### config.mk
export PLATFORM = sky130hd
export DESIGN_NAME = mult_share_arb
export DESIGN_NICKNAME = d
export VERILOG_FILES = /design/src/rtl/mult_share_arb_pkg.sv /design/src/rtl/mult_share_arb_rr_arbiter.sv /design/src/rtl/mult_share_arb.sv
export SDC_FILE = /design/constraint.sdc
export NUM_CORES = 1
export LEC_CHECK = 0
export BUFFER_PORTS_ARGS = -buffer_cell sky130_fd_sc_hd__buf_4
export CAP_MARGIN = 30
export CORE_ASPECT_RATIO = 1.25
export CORE_MARGIN = 10
export CORE_UTILIZATION = 25
export DETAILED_ROUTE_END_ITERATION = 8
export PLACE_DENSITY_LB_ADDON = 0.08
export SYNTH_ARGS = -nofsm -noshare
export SYNTH_HDL_FRONTEND = slang
export SYNTH_SLANG_ARGS = --single-unit
### constraint.sdc
create_clock -name clk -period 3.44 [get_ports clk]
set_input_delay 0.172 -clock clk [delete_from_list [all_inputs] [get_ports clk]]
set_output_delay 0.172 -clock clk [all_outputs]
set_load 0.005 [all_outputs]
### src/rtl/mult_share_arb_pkg.sv
// rtl/mult_share_arb_pkg.sv - widths, defaults, lock states and one-hot decode for mult_share_arb
package mult_share_arb_pkg;

  localparam int OPW          = 16;
  localparam int PRODW        = 32;
  localparam int DEF_NREQ     = 4;
  localparam int DEF_MULT_LAT = 1;
  localparam int MAX_REQ      = 8;

  typedef enum logic {
    ST_IDLE,
    ST_LOCKED
  } lock_state_t;

  function automatic logic [2:0] onehot2idx(input logic [MAX_REQ-1:0] oh);
    logic [2:0] idx;
    idx = '0;
    for (int i = 0; i < MAX_REQ; i++) begin
      if (oh[i]) idx = 3'(i);
    end
    return idx;
  endfunction

endpackage

### src/rtl/mult_share_arb_rr_arbiter.sv
// rtl/mult_share_arb_rr_arbiter.sv - round-robin pick: first valid at or above ptr, wrapping
module rr_arbiter #(
  parameter int NREQ = 4,
  parameter int PW   = 2
) (
  input  logic [NREQ-1:0] valid,
  input  logic [PW-1:0]   ptr,
  output logic [NREQ-1:0] grant
);

  logic [2*NREQ-1:0] dbl;
  logic [2*NREQ-1:0] back;
  logic [NREQ-1:0]   rot;
  logic [NREQ-1:0]   pick;

  // Rotate so ptr sits at bit 0, isolate the lowest set bit, rotate back.
  assign dbl   = {valid, valid} >> ptr;
  assign rot   = dbl[NREQ-1:0];
  assign pick  = rot & (~rot + NREQ'(1));
  assign back  = {pick, pick} << ptr;
  assign grant = back[2*NREQ-1:NREQ];

endmodule

### src/rtl/mult_share_arb.sv
// rtl/mult_share_arb.sv - shares one 16x16 signed multiplier among NREQ requesters, round-robin
// Optional requester locking when MULT_ARB_LOCK_EN is defined.
module mult_share_arb
  import mult_share_arb_pkg::*;
#(
  parameter int NREQ     = DEF_NREQ,
  parameter int MULT_LAT = DEF_MULT_LAT
) (
  input  logic                clk,
  input  logic                reset_n,
  input  logic [NREQ-1:0]     req_valid,
`ifdef MULT_ARB_LOCK_EN
  input  logic [NREQ-1:0]     req_lock,
`endif
  output logic [NREQ-1:0]     req_ready,
  input  logic [NREQ*OPW-1:0] req_a,
  input  logic [NREQ*OPW-1:0] req_b,
  output logic [NREQ-1:0]     rsp_valid,
  output logic [PRODW-1:0]    rsp_data,
  output logic [OPW-1:0]      mult_a,
  output logic [OPW-1:0]      mult_b,
  output logic                mult_ce,
  output logic                mult_reset,
  input  logic [PRODW-1:0]    mult_dout
);

  localparam int PW = (NREQ > 1) ? $clog2(NREQ) : 1;

  logic [1:0]      rst_sync;
  logic [PW-1:0]   ptr;
  logic [NREQ-1:0] arb_valid;
  logic [NREQ-1:0] rr_grant;
  logic [NREQ-1:0] grant;
  logic [2:0]      gidx;
  logic [2:0]      gnext;
  logic [NREQ-1:0] tag [MULT_LAT];

  // Multiplier reset is held for two edges after reset_n rises.
  always_ff @(posedge clk or negedge reset_n) begin
    if (!reset_n) rst_sync <= 2'b11;
    else          rst_sync <= {rst_sync[0], 1'b0};
  end
  assign mult_reset = rst_sync[1];

  assign arb_valid = req_valid & {NREQ{~mult_reset}};

  rr_arbiter #(.NREQ(NREQ), .PW(PW)) u_rr (
    .valid (arb_valid),
    .ptr   (ptr),
    .grant (rr_grant)
  );

`ifdef MULT_ARB_LOCK_EN
  lock_state_t     state;
  lock_state_t     state_nxt;
  logic [2:0]      owner;
  logic [2:0]      owner_nxt;
  logic [NREQ-1:0] own_oh;

  assign own_oh = NREQ'(1) << owner;

  always_ff @(posedge clk or negedge reset_n) begin
    if (!reset_n) begin
      state <= ST_IDLE;
      owner <= '0;
    end else begin
      state <= state_nxt;
      owner <= owner_nxt;
    end
  end

  always_comb begin
    state_nxt = state;
    owner_nxt = owner;
    grant     = rr_grant;
    case (state)
      ST_IDLE: begin
        if (|(rr_grant & req_lock)) begin
          state_nxt = ST_LOCKED;
          owner_nxt = onehot2idx(MAX_REQ'(rr_grant));
        end
      end
      ST_LOCKED: begin
        grant = arb_valid & own_oh;
        if (!(|(req_lock & own_oh))) state_nxt = ST_IDLE;
      end
      default: state_nxt = ST_IDLE;
    endcase
  end
`else
  assign grant = rr_grant;
`endif

  assign req_ready = grant;
  assign mult_ce   = |grant;
  assign gidx      = onehot2idx(MAX_REQ'(grant));
  assign gnext     = (gidx == 3'(NREQ-1)) ? 3'd0 : gidx + 3'd1;

  always_ff @(posedge clk or negedge reset_n) begin
    if (!reset_n)   ptr <= '0;
    else if (|grant) ptr <= PW'(gnext);
  end

  always_comb begin
    mult_a = '0;
    mult_b = '0;
    for (int i = 0; i < NREQ; i++) begin
      if (grant[i]) begin
        mult_a = req_a[OPW*i +: OPW];
        mult_b = req_b[OPW*i +: OPW];
      end
    end
  end

  // Grant tag travels alongside the product; rsp_valid is the final stage.
  always_ff @(posedge clk or negedge reset_n) begin
    if (!reset_n) begin
      for (int s = 0; s < MULT_LAT; s++) tag[s] <= '0;
      rsp_valid <= '0;
      rsp_data  <= '0;
    end else begin
      tag[0] <= grant;
      for (int s = 1; s < MULT_LAT; s++) tag[s] <= tag[s-1];
      rsp_valid <= tag[MULT_LAT-1];
      if (|tag[MULT_LAT-1]) rsp_data <= mult_dout;
    end
  end

endmodule

* Word level (Yosys, flattened, before mapping)
Index checks and enable logic that the tools add are counted.
** Storage, ports and cells
- Flip-flop bits (word level) :: 44
- Bits in read-only memories :: 0
- Bits in writable memories :: 0
- Word-level logic and storage cells :: 28
- Bits in latches :: 0
- Memories :: 0
** Operators by class
- $add $sub $neg :: 2
- Mux-type cells :: 12
- Divide/modulo/power cells :: 0
- Equality and inequality tests :: 1
- Reduce and logical (&&, ||, !) cells :: 2
- Bitwise logic cells :: 4
- $lt $le $gt $ge :: 0
- Shift-type cells :: 2
- $mul :: 0
** Operator list (count)
- two-way mux 16 bit :: 8
- AND 4 bit :: 2
- OR reduction 4 bit :: 2
- << shifter 8 x 2 -> 8 bit :: 1
- right shift 8 x 2 -> 4 bit :: 1
- two-way mux 2 bit :: 3
- adder 4 x 1 -> 4 bit (second input constant) :: 1
- NOT 4 bit :: 1
- == test 3 x 2 -> 1 bit (second input constant) :: 1
- adder 2 x 1 -> 2 bit (second input constant) :: 1
- two-way mux 1 bit :: 1
- NOT 1 bit :: 1

* Depth between registers and ports, before layout
- Depth in word-level cells :: 12
- Mapped depth :: 7
- Depth with buffers taken out :: 5

* By module
From an unflattened synthesis, not the netlist that was laid out.
** Unflattened totals
- Cell total of the unflattened synthesis :: 297
- Area total of the unflattened synthesis :: 2972.9 sq um
** By module, submodules not included
- mult_share_arb :: times used 1, area each 2862.7 sq um, sequential area each 1103.6 sq um, cells an instance 280
- rr_arbiter :: times used 1, area each 110.1 sq um, sequential area each 0.0 sq um, cells an instance 17

* Worst setup path after synthesis
OpenSTA, ideal clock, no wires.
- Path kind :: reg-to-output
- Start :: reg ptr[1]
- End :: out mult_a[10]
- Data arrival time :: 1.685 ns
- Setup slack :: 1.583 ns
- Stages on the path, launching flop included :: 7
- Required time :: 3.268 ns
- Path through :: dfrtp_1 buf_6 a21o_1 a2111oi_4 buf_6 a22oi_2 a31oi_1
** Between the ends
- Elaborated cells between the ends (all ways) :: 9
- Classes of those cells :: add/sub (1); shift (2); mux (4); bitwise (2)
** RTL lines
- from (decl) :: RTL line mult_share_arb.sv:30 : logic [PW-1:0] ptr;
- from (signal assigned) :: RTL line mult_share_arb.sv:101 : else if (|grant) ptr <= PW'(gnext);
- right shift 8 x 2 -> 4 bit :: RTL line mult_share_arb_rr_arbiter.sv:17 : assign dbl = {valid, valid} >> ptr;
- NOT 4 bit :: RTL line mult_share_arb_rr_arbiter.sv:19 : assign pick = rot & (~rot + NREQ'(1));
- adder 4 x 1 -> 4 bit :: RTL line mult_share_arb_rr_arbiter.sv:19
- AND 4 bit :: RTL line mult_share_arb_rr_arbiter.sv:19
- << shifter 8 x 2 -> 8 bit * :: RTL line mult_share_arb_rr_arbiter.sv:20 : assign back = {pick, pick} << ptr;
- net req_ready[1] :: RTL line mult_share_arb.sv:15 : output logic [NREQ-1:0] req_ready,
- two-way mux 16 bit * (3 in series) :: RTL line mult_share_arb.sv:108 : if (grant[i]) begin
- to (decl) :: RTL line mult_share_arb.sv:20 : output logic [OPW-1:0] mult_a,
The timed path passes the listed nets; every way through them passes the cells marked *.

* Worst setup path in the final report
- Start :: reg ptr[0]
- End :: out mult_ce
** Between the ends
- Longest elaborated chain between the ends :: 6
** RTL lines
- right shift 8 x 2 -> 4 bit :: RTL line mult_share_arb_rr_arbiter.sv:17
- NOT 4 bit :: RTL line mult_share_arb_rr_arbiter.sv:19
- adder 4 x 1 -> 4 bit :: RTL line mult_share_arb_rr_arbiter.sv:19
- AND 4 bit :: RTL line mult_share_arb_rr_arbiter.sv:19
- << shifter 8 x 2 -> 8 bit * :: RTL line mult_share_arb_rr_arbiter.sv:20
- OR reduction 4 bit * :: RTL line mult_share_arb.sv:95 : assign mult_ce = |grant;
- to (decl) :: RTL line mult_share_arb.sv:22 : output logic mult_ce,
Mark *: on every way between the ends. The rest lies on a longest branch, timed or not.

==> results.py <==
metrics = {
    "power_and_ir_drop": {
        "p_leak_uw": 0.00220,
        "vdd_drop_max_mv": 0.274,
        "p_sw_uw": 1030,
        "power_density_nw_per_um2": 628,
        "switching_share_pct": 34.1,
        "comb_power_share_pct": 53.9,
        "seqPwrFrac_pct": 28.7,
        "internal_power_uw": 1990,
        "pwr-share-clk_pct": 17.4,
    },
    "floorplanning": {
        "die_h_um": 138,
        "io_pins": 240,
        "die_area_um2": 15700,
        "core_area_um2": 10700,
        "fp.dieW_um": 114,
        "rows": 42,
        "start_util_pct": 25.9,
    },
    "logic_synthesis": {
        "synth_top_cell_area_share_pct": 37.9,
        "syn-instance-count": 275,
        "syn_nets": 441,
        "synth_top_cell_by_area": "dfrtp_1",
        "synthArstFlopShare_pct": 100,
        "yosys-top-cells-area": "dfrtp_1 (38%), mux2_2 (13%), o211ai_1 (8.7%), a31oi_1 (7.2%), a22oi_1 (6.5%)",
        "post_synth.cell_area_avg_um2": 10.1,
        "synthFlopType": "dfrtp_1",
        "synth.distinct_cells": 35,
        "synth_most_common_cell": "dfrtp_1",
        "ys_seq_area_share_pct": 39.7,
        "syn_area_um2": 2780,
        "synth_edf_count": 0,
        "synth_seq_cells": 44,
        "synth_top_cells_by_count": "dfrtp_1 (42), nor3_1 (33), a31oi_1 (32), mux2_2 (32), o211ai_1 (32)",
        "yosys_warnings": 0,
    },
    "layout": {
        "final_area_um2": 4810,
        "layoutNonFillerInstCount": 630,
        "antenna_cells": 0,
        "drive_gt1_share_pct": 61.2,
        "area_delta_synth_final_pct": 73.3,
        "fillCellCount": 1091,
        "fin_nets": 663,
        "utilization_pct": 44.9,
    },
    "timing": {
        "clock.fmax_mhz": 364,
        "rsz0062_at_grt": "false",
        "post-route-min-period_ns": 2.75,
        "finalMaxSlewViolations": 0,
        "hold_ws_ns": 0.121,
        "tightest_slew_ns": 0.713,
        "setup_violations": 0,
        "period_share_pct": 79.9,
        "skew_ns": 0.00511,
        "final_hold_viol_count": 0,
        "tns_ns": 0,
        "slew_headroom_pct": 52.5,
    },
    "global_route": {
        "antenna_found_initial": 0,
        "track_usage_pct": 15.3,
        "grt_pass1_wl_mm": 19.2,
        "grt_pass1_vias": 3490,
        "grt-ovfl-total": 0,
        "grt_max_degree": 45,
    },
    "cts": {
        "cts_resized": 0,
        "cts_tree": "yes",
        "clockRootBuffer": "clkbuf_16",
        "clk-insertion-delay-late_ns": 0.28,
        "h-tree-depth": 2,
        "clk_pin_slew_ns": 0.06,
        "cts_buffers": 5,
        "clkSinkCount": 44,
        "cts_max_path_buffers": 2,
    },
    "min_path": {
        "min_path_cells": 2,
        "min_from": "mult_dout[9]",
        "min_to": "rsp_data[9]$_DFFE_PN0P_",
        "hold_class": "input pin to flip-flop",
    },
    "worst_setup_path": {
        "timing.rr.end": "ptr[0]$_DFFE_PN0P_",
        "arrival_ns": 2.58,
        "crit_required_ns": 3.27,
        "crit_chain": "nand2b_4 > a21oi_4 > or2_2 > inv_1 > or4_1 > buf_4",
        "worstSetupPathType": "flip-flop to output pin",
        "cp_max_fo": 33,
        "slowest_delay_ns": 0.58,
        "r2r_setup_slack_ns": 1.50,
        "reg2reg_from": "ptr[1]$_DFFE_PN0P_",
        "end_kind": "output pin",
        "reg2reg_depth": 5,
        "critPathLaunchType": "flip-flop",
        "crit_slowest_cell": "or2_2",
    },
    "route": {
        "via_per_inst": 5.17,
        "drc": 0,
        "routed_wirelength_mm": 13.0,
        "wl_per_cell_um": 20.6,
        "vias": 3260,
        "drtIter0Drc": 141,
        "ant_nets": 0,
        "drtPass1Iterations": 4,
    },
    "status": {
        "status": "finished, final reports clean",
    },
    "placement": {
        "place.gp.congestion": 0.803,
        "dp_hpwl_mm": 10.3,
        "dp_cells": 621,
        "portBuffers": 239,
        "place_area_um2": 4640,
    },
    "flow_run": {
        "max-cap-violations": 0,
    },
}
area by class of cell:
cell class / count / area, um^2 / area share, %
repair buffers: 248 / 1860 / 38.8
multi-input cells: 193 / 1500 / 31.1
flip-flops and latches: 44 / 1100 / 22.9
well taps: 132 / 165 / 3.43
clock buffers: 6 / 129 / 2.68
clock inverters: 2 / 35.0 / 0.728
inverters: 5 / 18.8 / 0.390
cells by family after synthesis:
| logic type | synth area share, % |
|---|---|
| XOR/XNOR | 0.316 |
| multiplexers | 13.0 |
| flip-flops | 39.7 |
| buffers and inverters | 6.85 |
| AO/OA/AOI/OAI | 31.1 |
| other | 0.135 |
| AND/OR/NAND/NOR | 8.83 |
flip-flops by register name, summed over array words and instances (netlist names):
register	count
tag	4
ptr	2
rsp_valid	4
rsp_data	32
rst_sync	2
worst max-delay path by stage:
stage / startpoint / end / slack (ns) / cells after the start
final: ptr[0]$_DFFE_PN0P_ / mult_ce / 0.69 / 6
after detailed placement: ptr[0]$_DFFE_PN0P_ / mult_ce / 1.00 / 6
after global routing: ptr[0]$_DFFE_PN0P_ / mult_ce / 0.52 / 6
after global placement: ptr[0]$_DFFE_PN0P_ / mult_ce / 1.02 / 6
after CTS: ptr[0]$_DFFE_PN0P_ / mult_ce / 0.67 / 6
after floorplan: ptr[1]$_DFFE_PN0P_ / mult_a[10] / 1.58 / 6
metal layers:
metal,routed length [um],vias up,share of wire (%),track usage [%]
li1,-,1520,-,-
met1,4730,1527,36,16.6
met2,6470,200,50,25.7
met3,1510,13,12,7.14
met4,255,0,2.0,5.44
met5,0,-,0,0
power by group through the flow:
stage	Sequential (uW)	Clock (uW)	Combinational [uW]
after floorplan	864	0	798
after global placement	871	0	1660
after detailed placement	879	0	1660
after CTS	869	549	1670
after global routing	897	573	1790
final	866	525	1630
critical path, delay by kind of cell (launching register included):
family / cells / cell delay (ns)
and+or+nand+nor: 3 / 1.34
AOI/OAI and AO/OA: 1 / 0.14
DFF: 1 / 0.46
buffers and inverters: 2 / 0.35
placed cells by master, fill, tap and decap left out, types with 2 or more instances in the layout:
| master | n |
|---|---|
| nor3_1 | 33 |
| dfstp_2 | 2 |
| nor2_1 | 2 |
| clkbuf_16 | 5 |
| dfrtp_1 | 42 |
| o21ai_0 | 4 |
| nand2b_1 | 2 |
| nand2_1 | 2 |
| a21oi_1 | 2 |
| mux2_2 | 32 |
| a22oi_1 | 24 |
| a22oi_2 | 8 |
| or2_2 | 2 |
| inv_1 | 5 |
| buf_4 | 247 |
| o211ai_1 | 32 |
| a31oi_1 | 32 |
metrics by stage:
| stage | setup slack [ns] | power (uW) |
|---|---|---|
| global placement | 1.02 | 2530 |
| floorplan | 1.58 | 1660 |
| finish | 0.691 | 3020 |
| global route | 0.524 | 3250 |
| detailed placement | 1.00 | 2540 |
| CTS | 0.672 | 3090 |
what timing repair did:
action / CTS / global route
endpoints found under the hold margin: 42 / 0
endpoints found under the setup margin: 0 / 0
buffers inserted: 0 / 0
hold buffers: 1 / 0
(Power assumes the default switching activity.)
